**config.mk**
```make
export PLATFORM = sky130hd
export DESIGN_NAME = modbus_rsp_tx_flat
export DESIGN_NICKNAME = d
export VERILOG_FILES = /design/src/rtl/modbus_rsp_tx_if.sv /design/src/rtl/modbus_rsp_tx.sv /design/src/flat_wrapper.sv
export SDC_FILE = /design/constraint.sdc
export NUM_CORES = 1
export LEC_CHECK = 0
export ABC_AREA = 1
export BUFFER_PORTS_ARGS = -buffer_cell sky130_fd_sc_hd__buf_2
export CAP_MARGIN = 0
export CORE_MARGIN = 3
export CORE_UTILIZATION = 42
export CTS_CLUSTER_DIAMETER = 150
export DETAILED_ROUTE_END_ITERATION = 8
export PLACE_DENSITY = 0.68
export SKIP_CTS_REPAIR_TIMING = 1
export SLEW_MARGIN = 20
export SYNTH_ARGS = -nofsm -noshare
export SYNTH_HDL_FRONTEND = slang
export SYNTH_SLANG_ARGS = --single-unit
```
**constraint.sdc**
```tcl
create_clock -name clk -period 5.47 [get_ports clk]
set_input_delay 0.2735 -clock clk [delete_from_list [all_inputs] [get_ports clk]]
set_output_delay 0.2735 -clock clk [all_outputs]
set_load 0.02 [all_outputs]
```
**src/rtl/modbus_rsp_tx_if.sv**
```systemverilog
// Request and byte-stream signals of the Modbus RTU response transmitter.
// Handshakes: a transfer happens on a rising clk edge where valid && ready; the
// sender holds valid and its payload stable until that edge, ready may toggle freely.
`timescale 1ns/1ps
interface modbus_rsp_tx_if;
    logic        cmd_valid;
    logic        cmd_ready;
    logic [7:0]  cmd_func;
    logic [15:0] cmd_reg;
    logic [15:0] cmd_data;
    logic [7:0]  cmd_exc;
    logic        tx_valid;
    logic [7:0]  tx_byte;
    logic        tx_ready;

    modport master (
        output cmd_valid, cmd_func, cmd_reg, cmd_data, cmd_exc, tx_ready,
        input  cmd_ready, tx_valid, tx_byte
    );

    modport slave (
        input  cmd_valid, cmd_func, cmd_reg, cmd_data, cmd_exc, tx_ready,
        output cmd_ready, tx_valid, tx_byte
    );
endinterface

```
**src/rtl/modbus_rsp_tx.sv**
```systemverilog
// Modbus RTU response framer: waits the inter-frame gap, then streams the
// response payload followed by its CRC-16/MODBUS (low byte first).
`timescale 1ns/1ps
module modbus_rsp_tx #(
    parameter logic [7:0]  MODBUS_ADDR = 8'h01,
    parameter int unsigned GAP_CYCLES  = 182292
) (
    input  logic              clk,
    input  logic              rst_n,
    modbus_rsp_tx_if.slave    bus,
    output logic              busy_o,
    output logic              frame_done_o,
    output logic [2:0]        state_o
);

    typedef enum logic [2:0] {
        S_IDLE   = 3'd0,
        S_GAP    = 3'd1,
        S_SEND   = 3'd2,
        S_CRC_LO = 3'd3,
        S_CRC_HI = 3'd4,
        S_DONE   = 3'd5
    } state_e;

    localparam int GAP_W = (GAP_CYCLES > 1) ? $clog2(GAP_CYCLES) : 1;
    localparam logic [GAP_W-1:0] GAP_LAST = (GAP_CYCLES == 0) ? '0 : GAP_W'(GAP_CYCLES - 1);

    state_e           state_q, state_d;
    logic [GAP_W-1:0] gap_q, gap_d;
    logic [2:0]       idx_q, idx_d;
    logic [15:0]      crc_q, crc_d;
    logic [7:0]       func_q, func_d;
    logic [15:0]      reg_q, reg_d;
    logic [15:0]      data_q, data_d;
    logic [7:0]       exc_q, exc_d;
    logic             armed_q;

    logic             accept;
    logic             tx_hs;
    logic [2:0]       pay_len;
    logic [7:0]       pay_byte;

    function automatic logic [15:0] crc_step(input logic [15:0] c_in, input logic [7:0] b);
        logic [15:0] c;
        c = c_in ^ {8'h00, b};
        for (int i = 0; i < 8; i++) begin
            c = c[0] ? ((c >> 1) ^ 16'hA001) : (c >> 1);
        end
        return c;
    endfunction

    // Any nonzero exception code, or an unsupported function, produces the
    // 3-byte exception frame with bit 7 of the function code set.
    always_comb begin
        pay_len  = 3'd3;
        pay_byte = 8'h00;
        if (exc_q == 8'h00 && func_q == 8'h03) begin
            pay_len = 3'd5;
            case (idx_q)
                3'd0:    pay_byte = MODBUS_ADDR;
                3'd1:    pay_byte = 8'h03;
                3'd2:    pay_byte = 8'h02;
                3'd3:    pay_byte = data_q[15:8];
                default: pay_byte = data_q[7:0];
            endcase
        end else if (exc_q == 8'h00 && func_q == 8'h06) begin
            pay_len = 3'd6;
            case (idx_q)
                3'd0:    pay_byte = MODBUS_ADDR;
                3'd1:    pay_byte = 8'h06;
                3'd2:    pay_byte = reg_q[15:8];
                3'd3:    pay_byte = reg_q[7:0];
                3'd4:    pay_byte = data_q[15:8];
                default: pay_byte = data_q[7:0];
            endcase
        end else begin
            case (idx_q)
                3'd0:    pay_byte = MODBUS_ADDR;
                3'd1:    pay_byte = func_q | 8'h80;
                default: pay_byte = (exc_q != 8'h00) ? exc_q : 8'h01;
            endcase
        end
    end

    assign bus.cmd_ready = armed_q && (state_q == S_IDLE);
    assign bus.tx_valid  = (state_q == S_SEND) || (state_q == S_CRC_LO) || (state_q == S_CRC_HI);
    assign accept        = bus.cmd_valid && bus.cmd_ready;
    assign tx_hs         = bus.tx_valid && bus.tx_ready;
    assign busy_o        = (state_q != S_IDLE);
    assign frame_done_o  = (state_q == S_DONE);
    assign state_o       = state_q;

    always_comb begin
        case (state_q)
            S_SEND:   bus.tx_byte = pay_byte;
            S_CRC_LO: bus.tx_byte = crc_q[7:0];
            S_CRC_HI: bus.tx_byte = crc_q[15:8];
            default:  bus.tx_byte = 8'h00;
        endcase
    end

    always_comb begin
        state_d = state_q;
        gap_d   = gap_q;
        idx_d   = idx_q;
        crc_d   = crc_q;
        func_d  = func_q;
        reg_d   = reg_q;
        data_d  = data_q;
        exc_d   = exc_q;
        case (state_q)
            S_IDLE: begin
                if (accept) begin
                    func_d  = bus.cmd_func;
                    reg_d   = bus.cmd_reg;
                    data_d  = bus.cmd_data;
                    exc_d   = bus.cmd_exc;
                    crc_d   = 16'hFFFF;
                    idx_d   = 3'd0;
                    gap_d   = '0;
                    state_d = (GAP_CYCLES == 0) ? S_SEND : S_GAP;
                end
            end
            S_GAP: begin
                if (gap_q == GAP_LAST) begin
                    gap_d   = '0;
                    state_d = S_SEND;
                end else begin
                    gap_d = gap_q + GAP_W'(1);
                end
            end
            S_SEND: begin
                if (tx_hs) begin
                    crc_d = crc_step(crc_q, pay_byte);
                    if (idx_q == pay_len - 3'd1) begin
                        idx_d   = 3'd0;
                        state_d = S_CRC_LO;
                    end else begin
                        idx_d = idx_q + 3'd1;
                    end
                end
            end
            S_CRC_LO: if (tx_hs) state_d = S_CRC_HI;
            S_CRC_HI: if (tx_hs) state_d = S_DONE;
            S_DONE:   state_d = S_IDLE;
            default:  state_d = S_IDLE;
        endcase
    end

    always_ff @(posedge clk or negedge rst_n) begin
        if (!rst_n) begin
            state_q <= S_IDLE;
            gap_q   <= '0;
            idx_q   <= 3'd0;
            crc_q   <= 16'hFFFF;
            func_q  <= 8'h00;
            reg_q   <= 16'h0000;
            data_q  <= 16'h0000;
            exc_q   <= 8'h00;
            armed_q <= 1'b0;
        end else begin
            state_q <= state_d;
            gap_q   <= gap_d;
            idx_q   <= idx_d;
            crc_q   <= crc_d;
            func_q  <= func_d;
            reg_q   <= reg_d;
            data_q  <= data_d;
            exc_q   <= exc_d;
            armed_q <= 1'b1;
        end
    end

endmodule

```
**src/flat_wrapper.sv**
```systemverilog
// flat-port wrapper written by rule: the top's interface ports become plain ports
module modbus_rsp_tx_flat 
#(
    parameter logic [7:0]  MODBUS_ADDR = 8'h01,
    parameter int unsigned GAP_CYCLES  = 182292
)
  (clk, rst_n, busy_o, frame_done_o, state_o, bus_cmd_valid, bus_cmd_func, bus_cmd_reg, bus_cmd_data, bus_cmd_exc, bus_tx_ready, bus_cmd_ready, bus_tx_valid, bus_tx_byte);
  modbus_rsp_tx_if bus_i ();
  input  logic clk;
  input  logic rst_n;
  output logic busy_o;
  output logic frame_done_o;
  output logic [2:0] state_o;
  input wire logic [$bits(bus_i.cmd_valid)-1:0] bus_cmd_valid;
  input wire logic [$bits(bus_i.cmd_func)-1:0] bus_cmd_func;
  input wire logic [$bits(bus_i.cmd_reg)-1:0] bus_cmd_reg;
  input wire logic [$bits(bus_i.cmd_data)-1:0] bus_cmd_data;
  input wire logic [$bits(bus_i.cmd_exc)-1:0] bus_cmd_exc;
  input wire logic [$bits(bus_i.tx_ready)-1:0] bus_tx_ready;
  output wire logic [$bits(bus_i.cmd_ready)-1:0] bus_cmd_ready;
  output wire logic [$bits(bus_i.tx_valid)-1:0] bus_tx_valid;
  output wire logic [$bits(bus_i.tx_byte)-1:0] bus_tx_byte;
  assign bus_i.cmd_valid = bus_cmd_valid;
  assign bus_i.cmd_func = bus_cmd_func;
  assign bus_i.cmd_reg = bus_cmd_reg;
  assign bus_i.cmd_data = bus_cmd_data;
  assign bus_i.cmd_exc = bus_cmd_exc;
  assign bus_i.tx_ready = bus_tx_ready;
  assign bus_cmd_ready = bus_i.cmd_ready;
  assign bus_tx_valid = bus_i.tx_valid;
  assign bus_tx_byte = bus_i.tx_byte;
  modbus_rsp_tx #(.MODBUS_ADDR(MODBUS_ADDR), .GAP_CYCLES(GAP_CYCLES)) u_core (.clk(clk), .rst_n(rst_n), .bus(bus_i), .busy_o(busy_o), .frame_done_o(frame_done_o), .state_o(state_o));
endmodule
```
# ---- Word-level counts from Yosys, hierarchy flattened
# Cells that the tools add are included.
# Widths: inputs -> output; s select.
dict set report op_classes {
  n_addsub 3
  eq_ne 19
  mux 34
  n_bitwise 9
  n_reduce_logical 18
}
# op count
set ops {}
lappend ops {{$mux 16} 10}
lappend ops {{$pmux 8 s5} 1}
lappend ops {{$mux 18} 2}
lappend ops {{$pmux 18 s2} 1}
lappend ops {{$mux 3} 11}
lappend ops {{$pmux 16 s2} 1}
lappend ops {{$pmux 8 s4} 1}
lappend ops {{$mux 8} 3}
lappend ops {{$not 2->3} 8}
lappend ops {{$pmux 8 s3} 1}
lappend ops {{$add 18x1->18 const B} 1}
lappend ops {{$eq 18x18->1 const B} 1}
lappend ops {{$pmux 8 s2} 1}
lappend ops {{$xor 16x8->16} 1}
lappend ops {{$pmux 3 s5} 1}
lappend ops {{$eq 3x2->1 const B} 4}
lappend ops {{$ne 2x1->1 const B} 5}
lappend ops {{$eq 3x3->1 const B} 3}
lappend ops {{$eq 8x2->1 const B} 1}
lappend ops {{$eq 8x3->1 const B} 1}
lappend ops {{$logic_not 8->1} 1}
lappend ops {{$reduce_bool 8->1} 1}
lappend ops {{$eq 3x1->1 const B} 2}
lappend ops {{$logic_not 3->1} 2}
lappend ops {{12 further kinds} 19}
dict set report word_totals {
  register_bits 89
  in_bits 52
  output_inout_bits 15
}

# ---- Logic depth before layout (Yosys ltp)
dict set report depth {
  word_depth 24
  depth_mapped 22
  ltp_nobuf 22
}

# ---- Worst setup path after synthesis
# No wires, ideal clock.
dict set report synth_path {
  kind {register -> register}
  startpoint {register u_core.idx_q[0]}
  endpoint {register u_core.crc_q[0]}
  setup_time_ns 0.072
  t_arrival_ns 2.286
  required_ns 5.398
  setup_slack_ns 3.112
  stages_incl_launch_ff 23
  n_path_buf 2
  period_less_slack_ns 2.358
  path_cell_list {dfrtp_1 ha_1 ha_1 buf_2 buf_2 nand2_1 nand3_1 nor2_1 nand3_2 nand3_1 nand2_1 nand2_1 nand2_1 nand2_1 nand2_1 nand2_1 nand2_2 nand2_2 nand2_2 nand3_1 nand3_1 nand2_1 inv_1}
}
dict set report synth_between {
  elab_chain_len 16
  word_cells_on_any_way 28
  classes_between {eq/ne (4); mux (15); bitwise (8); reduce/logical (1)}
}
# element line
set synth_rtl {}
lappend synth_rtl {{start: declaration} modbus_rsp_tx.sv:30} ;# logic [2:0] idx_q, idx_d;
lappend synth_rtl {{start signal: assignment} modbus_rsp_tx.sv:164} ;# idx_q <= idx_d;
lappend synth_rtl {{$eq 3x3->1 (tied with other cells)} modbus_rsp_tx.sv:68} ;# case (idx_q)
lappend synth_rtl {{$pmux 8 s5 / $pmux 8 s2 (equally long branches)} {modbus_rsp_tx.sv:68, modbus_rsp_tx.sv:77}}
lappend synth_rtl {{$mux 8} modbus_rsp_tx.sv:66} ;# end else if (exc_q == 8'h00 && func_q == 8'h06) begin
lappend synth_rtl {{$mux 8 *} modbus_rsp_tx.sv:57} ;# if (exc_q == 8'h00 && func_q == 8'h03) begin
lappend synth_rtl {{$xor 16x8->16 *} modbus_rsp_tx.sv:45} ;# c = c_in ^ {8'h00, b};
lappend synth_rtl {{$mux 16 * (6 in a row)} modbus_rsp_tx.sv:47} ;# c = c[0] ? ((c >> 1) ^ 16'hA001) : (c >> 1);
lappend synth_rtl {{$not 2->3 (no line) / $mux 16 (equally long branches)} n/a}
lappend synth_rtl {{$mux 16 * (2 in a row)} modbus_rsp_tx.sv:47}
lappend synth_rtl {{$mux 16 *} modbus_rsp_tx.sv:133} ;# if (tx_hs) begin
lappend synth_rtl {{$pmux 16 s2 *} modbus_rsp_tx.sv:111} ;# case (state_q)
lappend synth_rtl {{end signal: assignment} modbus_rsp_tx.sv:165} ;# crc_q <= crc_d;
lappend synth_rtl {{end: declaration} modbus_rsp_tx.sv:31} ;# logic [15:0] crc_q, crc_d;
# Every way passes the cells marked *; elsewhere a longest branch is shown, timed or not. The select of a mux whose other input is x is not followed.
# A chain may end at the register's enable or synchronous reset.

# ---- Final worst setup path
dict set report layout_path {
  startpoint {register u_core.idx_q[0]}
  endpoint {output port bus_tx_byte[7]}
}
dict set report layout_between {
  elab_chain_len 5
  word_cells_on_any_way 11
  classes_between {eq/ne (4); mux (6); reduce/logical (1)}
}
# element line
set layout_rtl {}
lappend layout_rtl {{$eq 3x3->1 (tied with other cells)} modbus_rsp_tx.sv:68}
lappend layout_rtl {{$pmux 8 s5 / $pmux 8 s2 (equally long branches)} {modbus_rsp_tx.sv:68, modbus_rsp_tx.sv:77}}
lappend layout_rtl {{$mux 8} modbus_rsp_tx.sv:66}
lappend layout_rtl {{$mux 8 *} modbus_rsp_tx.sv:57}
lappend layout_rtl {{$pmux 8 s3 *} modbus_rsp_tx.sv:94} ;# case (state_q)
lappend layout_rtl {{end: declaration} flat_wrapper.sv:22} ;# output wire logic [$bits(bus_i.tx_byte)-1:0] bus_tx_byte;
# Every way passes the cells marked *; elsewhere a longest branch is shown, timed or not.

==> results.json <==
{
  "io_pins": 67,
  "drt_iter0_markers": 393,
  "dp_cells": 822,
  "antenna_found_initial": 0,
  "area_delta_synth_final_pct": 14.7,
  "maxCapViolCount": 0,
  "wl_per_cell_microns": 16.3,
  "cts.sinks": 89,
  "path_clk_slew_ns": 0.06,
  "drc_errors": 0,
  "reg2reg_depth": 14,
  "yosys.cell_types.count": 41,
  "vdd_drop_max_mv": 0.327,
  "ys_seq_elements": 89,
  "finalSetupViolations": 0,
  "endpoint": "bus_tx_byte[7]",
  "register_area_sq_um": 2250,
  "clockRootBuffer": "clkbuf_16",
  "r2r-start": "u_core.state_o[2]",
  "cp-end-kind": "output port",
  "nNetsFinal": 748,
  "tightestPinTransition_ns": 0.825,
  "fmaxAchievable_mhz": 327,
  "worstPathArrival_ns": 2.79,
  "slew_headroom_pct": 44.8,
  "cts_tree": "yes",
  "via_per_inst": 5.51,
  "netlist.area_leader.share_pct": 35.7,
  "grt_pass1_vias": 4641,
  "numCtsBuffers": 9,
  "gp_congestion": 0.957,
  "synthTopCellsByArea": "dfrtp_1 36%, nand2_1 8.8%, dfstp_2 8.2%",
  "async_flop_share_pct": 100,
  "cts_max_path_buffers": 2,
  "rows": 39,
  "totalWireLength_microns": 13700,
  "multi_input_area_sq_um": 2500,
  "post-place-ws_ns": 2.50,
  "fin_skew_ns": 0.0114,
  "critPathRequiredTime_ns": 5.20,
  "netlist_area_sq_um": 5120,
  "seq_area_frac_synth_pct": 43.9,
  "coreArea_sq_um": 11700,
  "detail-route-antenna-nets": 0,
  "path_class": "reg2out",
  "grt_max_degree": 90,
  "leakage_nw": 2.77,
  "start_util_pct": 43.9,
  "startpoint": "u_core.idx_q[0]",
  "timing.rr.end": "u_core.crc_q[10]",
  "powerDensity_nw_per_um2": 648,
  "diodes": 0,
  "grt_overflow": 0,
  "die_x_microns": 116,
  "clock_latency_ns": 0.35,
  "layout.cells.non_filler": 838,
  "final_max_slew_viol_count": 0,
  "cp-start-kind": "flip-flop",
  "fin_crit_sh_pct": 56.0,
  "die_h_microns": 116,
  "dr.pass1.iters": 9,
  "drive_above_1_share_pct": 24.5,
  "fin_crit_ns": 3.06,
  "grt_pass1_wl_microns": 22700,
  "rsz0062_at_grt": "false",
  "netlist_instances": 626,
  "syn_nets": 684,
  "hpwl_microns": 10300,
  "violations": "hold timing",
  "track_usage_pct": 21.6,
  "r2r_slack_ns": 2.45,
  "hold_path_class": "in2async",
  "synth_top_cell_by_area": "dfrtp_1",
  "hold_ws_ns": -0.00443,
  "ys.flop_type": "dfrtp_1",
  "die_area_sq_um": 13600,
  "hold_viol": 1,
  "synth.avg_cell_area_sq_um": 8.18,
  "fillers": 1084,
  "status": "finished with violations",
  "ys_warn_count": 0,
  "numPortBuffers": 66,
  "synth-edff-count": 0,
  "cts.htree.levels": 3,
  "critPathMaxFanout": 17,
  "setup_ws_ns": 2.41,
  "fin_tns_setup_ns": 0,
  "num_vias": 4617
}
metrics by stage:
stage / power [mW] / cell area (sq um) / hold slack (ns) / utilization [%]
floorplan: 2.62 / 5120 / -0.0221 / -
global placement: 3.08 / 5580 / 0.485 / 47.8
global route: 4.11 / 5870 / 0.0555 / 50.4
detailed placement: 3.15 / 5580 / 0.488 / 47.8
CTS: 3.79 / 5870 / 0.135 / 50.3
finish: 3.80 / 5870 / -0.00443 / 50.4
state kept, by name, summed over array words and instances, names as in the netlist:
signal and cells:
u_core.armed_q 1, u_core.idx_q 3, u_core.reg_q 16, u_core.state_o 3, u_core.data_q 16, u_core.exc_q 8
u_core.gap_q 18, u_core.func_q 8, u_core.crc_q 16
cells in the mapped netlist (all sizes together) (9+ instances only):
cell,instances
o22ai,12
inv,78
nor2,69
nand4,28
nand2,131
mux2,34
nand3,55
buf,9
a21oi,42
o21ai,25
dfstp,16
dfrtp,73
area by class of cell:
| type | count | share of cell area (%) |
|---|---|---|
| Clock buffer | 10 | 3.90 |
| Clock inverter | 6 | 1.13 |
| Inverter | 82 | 5.32 |
| Multi-Input combinational cell | 441 | 42.5 |
| Sequential cell | 89 | 38.3 |
| Tap cell | 143 | 3.05 |
| Timing Repair Buffer | 67 | 5.86 |
critical path, cell delays in order, from the launching register on:
cell and delay, ns:
dfrtp_1 0.42, ha_1 0.22, ha_1 0.40, a21oi_4 0.38, nand2_1 0.13, nor2_1 0.16
a21oi_1 0.08, nand4_1 0.07, nand3_1 0.13, o221ai_1 0.24, buf_2 0.22
per-layer routing:
layer	track usage (%)	routed length [microns]
met1	29.6	6050
met2	34.1	6450
met3	5.28	948
met4	6.42	209
met5	0	0
layout by cell type, fill, tap and decap left out, types with 4 or more instances in the layout:
| cell type | n |
|---|---|
| a21oi_1 | 41 |
| a22oi_1 | 4 |
| buf_2 | 65 |
| clkbuf_16 | 9 |
| dfrtp_1 | 73 |
| dfstp_2 | 16 |
| ha_1 | 6 |
| inv_1 | 72 |
| inv_2 | 6 |
| mux2_2 | 34 |
| nand2_1 | 120 |
| nand2_2 | 10 |
| nand3_1 | 43 |
| nand3_2 | 12 |
| nand4_1 | 28 |
| nor2_1 | 65 |
| nor3_1 | 6 |
| o21ai_0 | 20 |
| o221ai_1 | 8 |
| o22ai_1 | 12 |
| xor2_1 | 8 |
power breakdown:
part	total, mW	switching, mW	leakage (nW)	internal (mW)
combinational	1.95	1.28	1.57	0.673
clock	0.622	0.267	0.135	0.355
sequential	1.23	0.257	1.06	0.975
total	3.80	1.80	2.77	2.00
worst min path at each step:
stage | start | to | cells after the start | slack (ns)
after floorplan | rst_n | u_core.armed_q | 0 | -0.02
after global placement | u_core.gap_q[0] | u_core.gap_q[0] | 1 | 0.48
after detailed placement | u_core.crc_q[13] | u_core.crc_q[5] | 2 | 0.49
after CTS | bus_tx_ready | u_core.state_o[2] | 2 | 0.13
after global routing | rst_n | u_core.reg_q[9] | 1 | 0.06
final | rst_n | u_core.reg_q[9] | 1 | -0.004
kinds of logic after synthesis:
group / share of synthesized area, %
flip-flops: 43.9
XOR/XNOR: 1.54
AND/OR/NAND/NOR: 26.7
adder cells (fa/ha/maj): 1.47
multiplexers: 7.47
buffers and inverters: 7.42
other: 0.0732
AO/OA/AOI/OAI: 11.5
Note: power is estimated with default switching activity, not from simulation.
